## src/rtl/game_state_ctrl.sv

```systemverilog
// game_state_ctrl: maze-game flow FSM driving sprite/map/score resets, ghost enable, fright mode, lives and level
module game_state_ctrl #(
    parameter int N_GHOSTS     = 2,
    parameter int START_LIVES  = 3,
    parameter int RESUME_DELAY = 250000000,
    parameter int FRIGHT_TIME  = 500000000,
    parameter int DOTS_TOTAL   = 300,
    parameter int X_W          = 6,
    parameter int Y_W          = 5
) (
    input  logic                    CLOCK_50,
    input  logic                    reset,
    input  logic                    start,
    input  logic [X_W-1:0]          pac_x,
    input  logic [Y_W-1:0]          pac_y,
    input  logic [N_GHOSTS*X_W-1:0] ghost_x,
    input  logic [N_GHOSTS*Y_W-1:0] ghost_y,
    input  logic                    dot_eaten,
    input  logic                    power_pill,
    output logic [2:0]              state,
    output logic                    sprite_reset,
    output logic                    map_wr_reset,
    output logic                    score_reset,
    output logic                    ghost_enable,
    output logic                    frightened,
    output logic [N_GHOSTS-1:0]     ghost_eaten,
    output logic [2:0]              lives,
    output logic [3:0]              level
);
    localparam int DCW = $clog2(DOTS_TOTAL + 1);
    localparam int DW  = $clog2(RESUME_DELAY);
    localparam int FW  = $clog2(FRIGHT_TIME);
    localparam logic [DCW-1:0] DOT_LAST    = DCW'(DOTS_TOTAL - 1);
    localparam logic [DW-1:0]  DELAY_LOAD  = DW'(RESUME_DELAY - 1);
    localparam logic [FW-1:0]  FRIGHT_LOAD = FW'(FRIGHT_TIME - 1);
    localparam logic [2:0]     LIVES_INIT  = 3'(START_LIVES);

    typedef enum logic [2:0] {INIT = 3'd0, PLAY = 3'd1, RESUME = 3'd2, CLEAR = 3'd3, OVER = 3'd4} state_t;

    state_t              st, st_n;
    logic                start_q;
    logic [N_GHOSTS-1:0] coll, coll_q, eaten_n;
    logic [DCW-1:0]      dot_cnt, dot_n;
    logic [DW-1:0]       delay_cnt, delay_n;
    logic [FW-1:0]       fright_cnt, fright_n;
    logic                fr_n;
    logic [2:0]          lives_n;
    logic [3:0]          level_n;
    logic                start_edge, fr_eff;

    for (genvar i = 0; i < N_GHOSTS; i++) begin : g_coll
        assign coll[i] = (ghost_x[i*X_W +: X_W] == pac_x) && (ghost_y[i*Y_W +: Y_W] == pac_y);
    end

    assign start_edge   = start && !start_q;
    assign fr_eff       = frightened || power_pill;
    assign state        = st;
    assign sprite_reset = (st == INIT) || (st == RESUME) || (st == CLEAR);
    assign map_wr_reset = (st == INIT) || (st == CLEAR) || (st == OVER);
    assign score_reset  = (st == INIT);
    assign ghost_enable = (st == PLAY);

    // state register; reset returns to INIT from anywhere
    always_ff @(posedge CLOCK_50 or posedge reset)
        if (reset) st <= INIT;
        else       st <= st_n;

    // next state plus next values of lives, level, counters, fright and eat pulses
    always_comb begin
        st_n     = st;
        lives_n  = lives;
        level_n  = level;
        dot_n    = dot_cnt;
        delay_n  = delay_cnt;
        eaten_n  = '0;
        fr_n     = frightened;
        fright_n = fright_cnt;
        case (st)
            INIT: begin
                lives_n = LIVES_INIT;
                level_n = 4'd1;
                dot_n   = '0;
                if (start_edge) st_n = PLAY;
            end
            PLAY: begin
                if (dot_eaten) dot_n = dot_cnt + DCW'(1);
                if (dot_eaten && dot_cnt == DOT_LAST) begin
                    st_n    = CLEAR;
                    delay_n = DELAY_LOAD;
                end else if (|coll && !fr_eff) begin
                    lives_n = lives - 3'd1;
                    st_n    = (lives == 3'd1) ? OVER : RESUME;
                    delay_n = DELAY_LOAD;
                end else if (fr_eff) begin
                    eaten_n = coll & ~coll_q;
                end
            end
            RESUME: begin
                if (delay_cnt == '0) st_n = PLAY;
                else delay_n = delay_cnt - DW'(1);
            end
            CLEAR: begin
                if (delay_cnt == '0) begin
                    st_n    = PLAY;
                    dot_n   = '0;
                    level_n = (level == 4'd15) ? 4'd15 : level + 4'd1;
                end else begin
                    delay_n = delay_cnt - DW'(1);
                end
            end
            OVER: if (start_edge) st_n = INIT;
            default: st_n = INIT;
        endcase
        if (st_n != PLAY) begin
            fr_n     = 1'b0;
            fright_n = '0;
        end else if (st == PLAY && power_pill) begin
            fr_n     = 1'b1;
            fright_n = FRIGHT_LOAD;
        end else if (frightened) begin
            if (fright_cnt == '0) fr_n = 1'b0;
            else fright_n = fright_cnt - FW'(1);
        end
    end

    // datapath registers; collision history only tracks while playing
    always_ff @(posedge CLOCK_50 or posedge reset)
        if (reset) begin
            start_q     <= 1'b0;
            coll_q      <= '0;
            dot_cnt     <= '0;
            delay_cnt   <= '0;
            fright_cnt  <= '0;
            frightened  <= 1'b0;
            ghost_eaten <= '0;
            lives       <= LIVES_INIT;
            level       <= 4'd1;
        end else begin
            start_q     <= start;
            coll_q      <= (st == PLAY) ? coll : '0;
            dot_cnt     <= dot_n;
            delay_cnt   <= delay_n;
            fright_cnt  <= fright_n;
            frightened  <= fr_n;
            ghost_eaten <= eaten_n;
            lives       <= lives_n;
            level       <= level_n;
        end
endmodule

```

## config.mk

```make
export PLATFORM = sky130hd
export DESIGN_NAME = game_state_ctrl
export DESIGN_NICKNAME = d
export VERILOG_FILES = /design/src/rtl/game_state_ctrl.sv
export SDC_FILE = /design/constraint.sdc
export NUM_CORES = 1
export LEC_CHECK = 0
export ABC_CLOCK_PERIOD_IN_PS = 3900
export BUFFER_PORTS_ARGS = -buffer_cell sky130_fd_sc_hd__buf_2
export CAP_MARGIN = 15
export CORE_MARGIN = 2
export CORE_UTILIZATION = 30
export DETAILED_ROUTE_END_ITERATION = 16
export PLACE_DENSITY_LB_ADDON = 0.05
export SKIP_LAST_GASP = 1
export SYNTH_ARGS = -nofsm -noshare
export SYNTH_HDL_FRONTEND = slang
export SYNTH_SLANG_ARGS = --single-unit
```

## constraint.sdc

```tcl
create_clock -name CLOCK_50 -period 3.9 [get_ports CLOCK_50]
set_input_delay 0.585 -clock CLOCK_50 [delete_from_list [all_inputs] [get_ports CLOCK_50]]
set_output_delay 0.585 -clock CLOCK_50 [all_outputs]
set_load 0.1 [all_outputs]
```

# Word level (Yosys, flattened, before mapping)
# Index checks and enable logic that the tools add are counted.
# totals
ff_bits,82
latch_bits,0
ram_bits,0
mem_bits_ro,0
mem_count,0
# classes
add_sub_neg,5
n_mul,0
n_div,0
magnitude_cmp,0
n_eq_ne,19
n_shift,0
n_mux,33
bitwise_logic,2
reduce_logical,28
# op_table
op,count
$mux 29,4
$mux 28,3
$pmux 28 s2,1
$logic_not 29->1,1
$sub 29x1->29 const B,1
$logic_not 28->1,1
$sub 28x1->28 const B,1
$pmux 9 s3,1
$mux 3,8
$mux 9,2
$eq 6x6->1,2
$pmux 3 s4,1
$eq 5x5->1,2
$mux 2,5
$add 9x1->9 const B,1
$eq 9x9->1 const B,1
$reduce_and 3->1,3
$mux 4,2
$pmux 4 s2,1
$eq 3x1->1 const B,2
$eq 3x2->1 const B,2
$logic_and 1x1->1,6
$ne 2x2->1 const B,3
$ne 3x1->1 const B,2
other kinds (17),31

# Depth between registers and ports, before layout
# Gate-level depths: netlist of run 1.
# logic_depth
ltp_word,10
mapped_depth,11
depth_no_buf,8

# Worst setup path before layout of run 1
# OpenSTA, ideal clock, no wires.
# synth_path
kind,reg2out
from,register st[1] (netlist: state[1])
to,output port sprite_reset
t_arrival_ns,2.718
required_time_ns,3.315
path_slack_ns,0.597
path_stages_with_launch,3
path_cell_list,dfrtp_1 inv_1 a21oi_1
# synth_via
elab_chain_cells,3
word_cells_on_any_way,5
cone_classes,eq/ne: 2; reduce/logical: 3
# synth_lines
item,line,text
start: declaration,40,"state_t st, st_n;"
start signal: assignment,66,else st <= st_n;
$eq 3x2->1 or $logic_not 3->1 (tied branches),58,assign sprite_reset = (st == INIT) || (st == RESUME) || (st == CLEAR);
$logic_or 1x1->1,58,
$logic_or 1x1->1 *,58,
end: declaration,21,"output logic sprite_reset,"
# Every way passes the cells marked *; elsewhere a longest branch is shown, timed or not.

# Worst setup path in the final report of run 1
# layout_path
from,register delay_cnt[18]
to,register delay_cnt[23]
# layout_via
elab_chain_cells,3
word_cells_on_any_way,6
cone_classes,add/sub: 1; eq/ne: 1; mux: 2; reduce/logical: 2
# layout_lines
item,line,text
start: declaration,44,"logic [DW-1:0] delay_cnt, delay_n;"
start signal: assignment,142,delay_cnt <= delay_n;
$sub 28x1->28 or $logic_not 28->1 (tied branches),--,
$mux 28 or $ne 2x2->1 (tied branches),--,
$pmux 28 s2 or $reduce_and 3->1 (tied branches),--,
# Several ways; a longest one is shown, not always the timed one. The select of a mux whose other input is x is not followed.
# A chain may end at the register's enable or synchronous reset.

==> results of run 1 <==
## sequential cells by signal, indices dropped and copies added (netlist names)
name	count
delay_cnt	28
level	4
fright_cnt	29
state	3
dot_cnt	9
lives	3
coll_q	2
frightened	1
ghost_eaten	2
start_q	1
## layer usage
layer	share of wire (%)	up-vias	routed length, um	global-route usage, %
met1	48	1954	5640	19.0
met5	0	-	0	0
met2	48	48	5720	26.0
met3	2.5	13	301	3.40
met4	1.7	0	201	5.69
li1	-	2032	-	-
## cell type report
cell class              instances  area [um^2]
clock buffers                  11          253
clock inverters                 5          100
fillers                      1630        10100
inverters                      17         65.1
multi-input cells             407         2560
flip-flops and latches         82         2060
well taps                     216          270
repair buffers                 62          330
## how the worst max path moves through the flow
stage / slack [ps] / to / start / depth (start not counted)
after floorplan: 600 / sprite_reset / state[1] / 2
after global placement: 1100 / delay_cnt[23] / delay_cnt[18] / 7
after detailed placement: 1060 / delay_cnt[23] / delay_cnt[18] / 7
after CTS: 1050 / delay_cnt[23] / delay_cnt[18] / 7
after global routing: 850 / delay_cnt[23] / delay_cnt[1] / 10
final: 1090 / delay_cnt[23] / delay_cnt[18] / 7
## through the flow
step	setup slack, ps	total power, mW	hold WS, ps
5_1_grt	853	2.24	384
6_report	1090	2.14	390
3_3_place_gp	1100	1.14	399
3_5_place_dp	1060	1.15	396
4_1_cts	1050	2.18	375
2_1_floorplan	597	1.08	385
## worst reg2reg max path, cell delays in order (launching register included)
cell and delay [ps]:
dfrtp_1 400, or4_4 550, or3_1 480, o31a_1 480
o32ai_4 160, buf_4 350, a21oi_1 80, o22a_1 210
## where the power goes
part | switching (mW) | internal [mW]
clock network | 0.348 | 0.658
registers | 0.0538 | 0.899
logic | 0.103 | 0.0749
total | 0.505 | 1.63
## kinds of logic after synthesis
group                      synth area share [%]
muxes                                     0.868
and+or+nand+nor                            23.4
AOI/OAI and AO/OA                          18.5
xor gates and xnor gates                   8.83
adders and majority gates                  1.58
DFF                                        43.2
buffers and inverters                      3.60
## cell usage in the layout, fill, tap and decap left out, types with 3 or more instances in the layout
cell       netlist  final
xor2_1          32     32
nand4b_1         3      3
nand2b_1         3      3
nor4_1          18     18
a31oi_1          5      5
bufinv_16        0      3
xnor2_1         16     16
inv_1           17     16
and3_1           3      3
o21a_1           5      5
nor2_1          48     48
dfstp_2          3      3
clkinv_2         0      3
nand3_1         16     16
or4_1            5      5
ha_1             6      6
a21oi_1         46     46
nor2b_1          4      4
o31ai_1         18     18
nor3_1          37     37
nand4_1          8      8
nand2_1         45     45
buf_2            5     54
mux2i_1          3      3
clkbuf_16        0      9
a211o_1          3      3
or3_1           11     11
or2_2            4      4
buf_4            1      8
dfrtp_1         79     79
o21ai_1          3      3
o21ai_0         21     21
a21o_1           5      5
==> results.cfg, run 1 <==
[synthesis]
synth_area_leader_cell = dfrtp_1
ys_seq_area_share_pct = 43.2
yosys-top-cells-count = dfrtp_1, nor2_1, a21oi_1
synth_area_leaders = dfrtp_1, xor2_1, a21oi_1
synthArstFlopShare_pct = 100
synth.most_common_cell = dfrtp_1
synth_cell_types = 61
synthesis.area_um2 = 4760
synthesis.nets = 574
synth_edf_count = 0
synthFlopType = dfrtp_1
yosysTopAreaCellShare_pct = 41.5
yosysWarnings = 0
synth-seq-cells = 82
syn_avg_cell_area_um2 = 8.98
postSynthCellCount = 530

[placement]
placed_cells = 784
placed_area_um2 = 5280
gp_congestion = 0.741
dp_hpwl_mm = 8.34
io_buffers = 54

[setup_path]
rr_worst_depth = 7
worstPathCellList = or4_4 > or3_1 > o31a_1 > o32ai_4 > buf_4 > a21oi_1 > o22a_1
timing.rr.end = delay_cnt[23]
crit_family = simple AND/OR/NAND/NOR gates
max_stage_delay_ps = 550
critical_path_class = flip-flop to flip-flop
cp-start-kind = flip-flop
worstPathRequired_ps = 4130
critPathBufInv = 1
critPathSlowestCell = or4_4
cp_max_fo = 29
critPathCaptureType = flip-flop
critPathArrivalTime_ps = 3040
r2r-start = delay_cnt[18]
r2r_setup_slack_ps = 1090

[timing]
tightest_slew_ps = 1010
post-route-period-util_pct = 72.1
rsz0062_at_grt = no
setup-violations-final = 0
final_hold_viol_count = 0
fin_tns_setup_ps = 0
max-slew-margin-rel_pct = 32.9
fmax_ghz = 0.356
finClkSkew_ps = 9.42
final-max-slew-violation-count = 0
period_minus_slack_ps = 2810

[finish]
area_growth_pct = 18.3
final_util_pct = 35.8
fin_nets = 623
antenna_cells = 0
instances_no_fill = 800
final_cell_area_um2 = 5630
drive_gt1_share_pct = 17.3

[cts]
cts_sinks = 82
clk_pin_slew_ps = 60
cts_setup_buffers = 0
htreeDepth = 3
clockBufferDepth = 2
cts_root_buf = clkbuf_16
clock_latency_ps = 340
cts_tree = built
ctsHoldBuffers = 0
cts-resized-gates = 0
cts_buffers = 9

[routing]
ant_nets = 0
wl_per_cell_um = 14.8
finalWirelength_mm = 11.9
drc = 0
drt_first_iter_violations = 161
vias = 4047
dr.pass1.iters = 4
avgViaCountPerCell = 5.06

[power]
peakVddDrop_v = 0.000191
leakage_nw = 2.21
power_density_nw_per_um2 = 380

[global_route]
grt_remaining_overflow = 0
grt_use_total_pct = 15.3
antenna_found_initial = 0
grt_start_max_net_pins = 47
grt_pass1_wl_mm = 20.5
grt_pass1_vias = 4157

[floorplan]
die_w_um = 130
core_um2 = 15700
ios = 55
rows = 46
die_area_um2 = 16900
die_y_um = 130
start_util_pct = 30.3

[job]
drv_cap = 0

[outcome]
status = complete, no violations

[min_path]
hold_class = input pin to asynchronous set/reset pin
Power figures use the tool's default switching activity.
==> run 2: changes to the inputs <==
--- a/config.mk
+++ b/config.mk
@@ -5,7 +5,8 @@
 export SDC_FILE = /design/constraint.sdc
 export NUM_CORES = 1
 export LEC_CHECK = 0
-export ABC_CLOCK_PERIOD_IN_PS = 3900
+export ABC_AREA = 1
+export ABC_CLOCK_PERIOD_IN_PS = 2600
 export BUFFER_PORTS_ARGS = -buffer_cell sky130_fd_sc_hd__buf_2
 export CAP_MARGIN = 15
 export CORE_MARGIN = 2
==> constraint.sdc (replaced) <==
create_clock -name CLOCK_50 -period 2.6 [get_ports CLOCK_50]
set_input_delay 0.39 -clock CLOCK_50 [delete_from_list [all_inputs] [get_ports CLOCK_50]]
set_output_delay 0.39 -clock CLOCK_50 [all_outputs]
set_load 0.1 [all_outputs]
==> results.cfg, run 2 <==
[synthesis]
syn_avg_cell_area_um2 = 6.78
ys_seq_area_share_pct = 36.1
synth_area_leaders = dfrtp_1, nand2_1, nor2_1
postSynthCellCount = 841
synth_edf_count = 0
yosysWarnings = 0
synthFlopType = dfrtp_1
synthesis.nets = 885
synth.most_common_cell = nand2_1
yosysTopAreaCellShare_pct = 34.7
yosys-top-cells-count = nand2_1, nor2_1, inv_1
synthArstFlopShare_pct = 100
synthesis.area_um2 = 5700
synth_area_leader_cell = dfrtp_1
synth-seq-cells = 82
synth_cell_types = 41

[global_route]
grt_start_max_net_pins = 61
grt_pass1_vias = 5259
antenna_found_initial = 0
grt_use_total_pct = 16.1
grt_remaining_overflow = 0
grt_pass1_wl_mm = 26.2

[timing]
fmax_ghz = 0.416
tightest_slew_ps = 633
setup-violations-final = 0
finClkSkew_ps = 12.6
post-route-period-util_pct = 92.4
rsz0062_at_grt = no
setup_slack_ps = 199
final_hold_viol_count = 0
max-slew-margin-rel_pct = 57.8
final-max-slew-violation-count = 0
period_minus_slack_ps = 2400

[setup_path]
cp_max_fo = 60
worstPathRequired_ps = 2880
timing.rr.end = fright_cnt[22]
critPathCaptureType = flip-flop
cp-start-kind = flip-flop
r2r_setup_slack_ps = 200
r2r-start = delay_cnt[0]
critPathArrivalTime_ps = 2680
rr_worst_depth = 13
critical_path_class = flip-flop to flip-flop

[finish]
drive_gt1_share_pct = 13.5
largest_reg_flops = 29
fillers = 2023
fin_nets = 935
multi_input_area_um2 = 3140
regMostFlops = fright_cnt
area_growth_pct = 16.0
final_common_cell = nand2_1
regArea_um2 = 2060
layout_common_cells = nand2_1, nor2_1, inv_1
antenna_cells = 0
largestRegisters = fright_cnt (29), delay_cnt (28), dot_cnt (9)

[min_path]
hold_class = input pin to asynchronous set/reset pin

[power]
power_density_nw_per_um2 = 920
peakVddDrop_v = 0.000340
leakage_nw = 3.20
fin_total_pwr_mw = 6.08

[floorplan]
die_w_um = 142
ios = 55
die_y_um = 142
core_um2 = 18600
start_util_pct = 30.6
die_area_um2 = 20100
rows = 50

[cts]
clk_pin_slew_ps = 70
cts-resized-gates = 0
cts_sinks = 82
clockBufferDepth = 2
clock_latency_ps = 350
cts_setup_buffers = 0
cts_buffers = 9
ctsHoldBuffers = 0
cts_root_buf = clkbuf_16
htreeDepth = 3
cts_tree = built

[placement]
gp_congestion = 0.793
io_buffers = 54
dp_worst_setup_slack_ps = 231
dp_hpwl_mm = 11.5

[routing]
avgViaCountPerCell = 4.84
vias = 5465
ant_nets = 0
drc = 0
drt_first_iter_violations = 264
wl_per_cell_um = 14.0
dr.pass1.iters = 5
finalWirelength_mm = 15.8

[outcome]
status = complete, no violations

[job]
drv_cap = 0
run 2: logic make-up (layout without fill, tap and decap cells):
logic type | after synthesis | in the layout | synth area share, %
fa+ha+maj | 6 | 6 | 1.32
compound gates | 81 | 81 | 7.80
xor+xnor | 36 | 36 | 5.53
flops | 82 | 82 | 36.1
simple gates | 511 | 511 | 40.2
buf+inv | 125 | 180 | 9.07
run 2: worst max path at each step:
stage | startpoint | end | slack (ps) | cells past startpoint
after global routing | delay_cnt[0] | dot_cnt[5] | 1 | 13
after global placement | delay_cnt[0] | fright_cnt[22] | 240 | 13
final | delay_cnt[0] | fright_cnt[22] | 200 | 13
after detailed placement | delay_cnt[0] | dot_cnt[8] | 230 | 13
after floorplan | reset | state[0] | -80 | 1
after CTS | delay_cnt[0] | fright_cnt[22] | 180 | 13
run 2: where the power goes:
group	total [mW]	leakage, nW	switching [mW]	internal, mW
Combinational	2.45	2.01	1.69	0.752
Sequential	2.10	1.02	0.427	1.68
Clock	1.53	0.171	0.583	0.948
run 2: metrics by stage:
step           utilization (%)  instance area, um^2  setup TNS, ps  instances  hold WS, ps
2_1_floorplan                -                 5710           -232        841          386
3_3_place_gp              33.6                 6260              0       1114          390
3_5_place_dp              33.6                 6260              0       1114          395
4_1_cts                   35.4                 6610              0       1130          115
5_1_grt                   35.4                 6610              0       1130          127
6_report                  35.4                 6610              0       1130         82.9
run 2: cell type report:
cell class / instances / area share [%]
timing repair buffer: 67 / 6.13
clock buffer: 9 / 3.41
sequential: 82 / 31.2
multi-input combinational: 634 / 47.5
clock inverter: 7 / 1.84
inverter: 97 / 5.53
tap: 234 / 4.43
run 2: routing by layer:
layer / part of all wire (%) / vias up / track usage [%]
met5: 0 / - / 0
met4: 1.4 / 0 / 5.16
met3: 2.0 / 14 / 2.09
met2: 49 / 62 / 27.8
met1: 48 / 2530 / 20.9
li1: - / 2859 / -
run 2: worst max-delay path, stage by stage, from the launching register on:
cell and delay (ps):
dfrtp_1 420, inv_1 150, ha_1 280, nand2_2 110, nor2_4 190, nand2_4 100, nor2_4 130, nand2_1 120
a21oi_1 140, nor2_1 70, nand2_2 100, buf_12 260, nand4_1 130, nand2_1 100
==> run 3: changes to the inputs <==
--- a/config.mk
+++ b/config.mk
@@ -13,6 +13,7 @@
 export CORE_UTILIZATION = 30
 export DETAILED_ROUTE_END_ITERATION = 16
 export PLACE_DENSITY_LB_ADDON = 0.05
+export REMOVE_ABC_BUFFERS = 1
 export SKIP_LAST_GASP = 1
 export SYNTH_ARGS = -nofsm -noshare
 export SYNTH_HDL_FRONTEND = slang
==> results.cfg, run 3 (synthesis results as in run 2) <==
[outcome]
status = complete, no violations

[global_route]
grt_pass1_vias = 5323
grt_pass1_wl_mm = 26.7
grt_remaining_overflow = 0
grt_start_max_net_pins = 61
grt_use_total_pct = 16.5
antenna_found_initial = 0

[setup_path]
r2r_setup_slack_ps = 290
cp-start-kind = flip-flop
critPathArrivalTime_ps = 2020
rr_worst_depth = 13
r2r-start = delay_cnt[0]
timing.rr.end = fright_cnt[15]
critPathCaptureType = primary output
cp_max_fo = 9
worstPathRequired_ps = 2210
critical_path_class = flip-flop to primary output

[placement]
placed_area_um2 = 6240
gp_congestion = 0.826
io_buffers = 54
dp_hpwl_mm = 11.4

[timing]
fmax_ghz = 0.415
finClkSkew_ps = 11.6
period_minus_slack_ps = 2410
final-max-slew-violation-count = 0
setup-violations-final = 0
post-route-period-util_pct = 92.6
worst_hold_slack_ps = 118
rsz0062_at_grt = yes
max-slew-margin-rel_pct = 55.8
tightest_slew_ps = 663
final_hold_viol_count = 0

[cts]
htreeDepth = 3
clockBufferDepth = 2
cts_buffers = 9
cts_tree = built
cts_setup_buffers = 0
ctsHoldBuffers = 0
cts_sinks = 82
cts_root_buf = clkbuf_16
cts-resized-gates = 0
clk_pin_slew_ps = 70
clock_latency_ps = 350

[power]
power_density_nw_per_um2 = 890
leakage_nw = 3.17
peakVddDrop_v = 0.000365
fin_total_pwr_mw = 5.81

[routing]
finalWirelength_mm = 15.8
avgViaCountPerCell = 4.87
dr.pass1.iters = 4
vias = 5496
ant_nets = 0
drc = 0
wl_per_cell_um = 14.0
drt_first_iter_violations = 302

[finish]
area_growth_pct = 14.6
final_cell_area_um2 = 6530
antenna_cells = 0
regMostFlops = fright_cnt
drive_gt1_share_pct = 13.0
final_common_cell = nand2_1
largest_reg_flops = 29
largestRegisters = fright_cnt (29), delay_cnt (28), dot_cnt (9)
fin_nets = 934
layout_common_cells = nand2_1, nor2_1, inv_1

[floorplan]
ios = 55
rows = 50
die_y_um = 142
start_util_pct = 30.6
die_w_um = 142
core_um2 = 18600
die_area_um2 = 20100

[min_path]
hold_class = input pin to asynchronous set/reset pin

[job]
drv_cap = 0
[run 3: cell types whose count changed in the layout (fill, tap and decap cells not counted), sizes merged]
cell,previous run,this run
buf,67,66
bufinv,3,0
clkbuf,9,11
clkinv,3,4
clkinvlp,0,2
inv,98,96
[run 3: how the worst max path moves through the flow]
stage | startpoint | end | slack [ps]
2_1_floorplan | state[2] | fright_cnt[0] | -1700
3_3_place_gp | fright_cnt[0] | fright_cnt[24] | 380
3_5_place_dp | delay_cnt[0] | dot_cnt[8] | 300
4_1_cts | state[2] | map_wr_reset | 200
5_1_grt | delay_cnt[0] | dot_cnt[5] | -30
6_report | state[2] | map_wr_reset | 190
[run 3: worst max-delay path, stage by stage (launching register included)]
cell	delay, ps
dfrtp_1	520
nor3_2	460
inv_1	160
nand2_1	100
buf_2	430
[run 3: power by group]
| group | internal [mW] | total [mW] | switching [mW] |
|---|---|---|---|
| clock | 0.704 | 1.27 | 0.570 |
| combinational | 0.749 | 2.44 | 1.70 |
| sequential | 1.68 | 2.09 | 0.416 |
[run 3: per-stage QoR]
step	setup slack (ps)	cells	TNS [ps]	util, %
6_report	193	1129	0	35.0
5_1_grt	-32.4	1129	-53.6	35.0
4_1_cts	199	1129	0	35.0
3_5_place_dp	298	1113	0	33.5
3_3_place_gp	378	1113	0	33.5
2_1_floorplan	-1700	813	-88150	-
[run 3: metal layers]
| metal | global-route usage, % | part of all wire (%) | up-vias |
|---|---|---|---|
| li1 | - | - | 2842 |
| met4 | 3.74 | 0.86 | 0 |
| met2 | 28.3 | 48 | 72 |
| met5 | 0 | 0 | - |
| met3 | 3.68 | 3.2 | 11 |
| met1 | 21.3 | 48 | 2571 |
[run 3: final cells by class]
cell class / count / area [um^2]
clock buffers: 11 / 253
fillers: 2061 / 12100
multi-input cells: 634 / 3130
flip-flops and latches: 82 / 2060
inverters: 97 / 365
clock inverters: 5 / 37.5
repair buffers: 66 / 398
well taps: 234 / 293
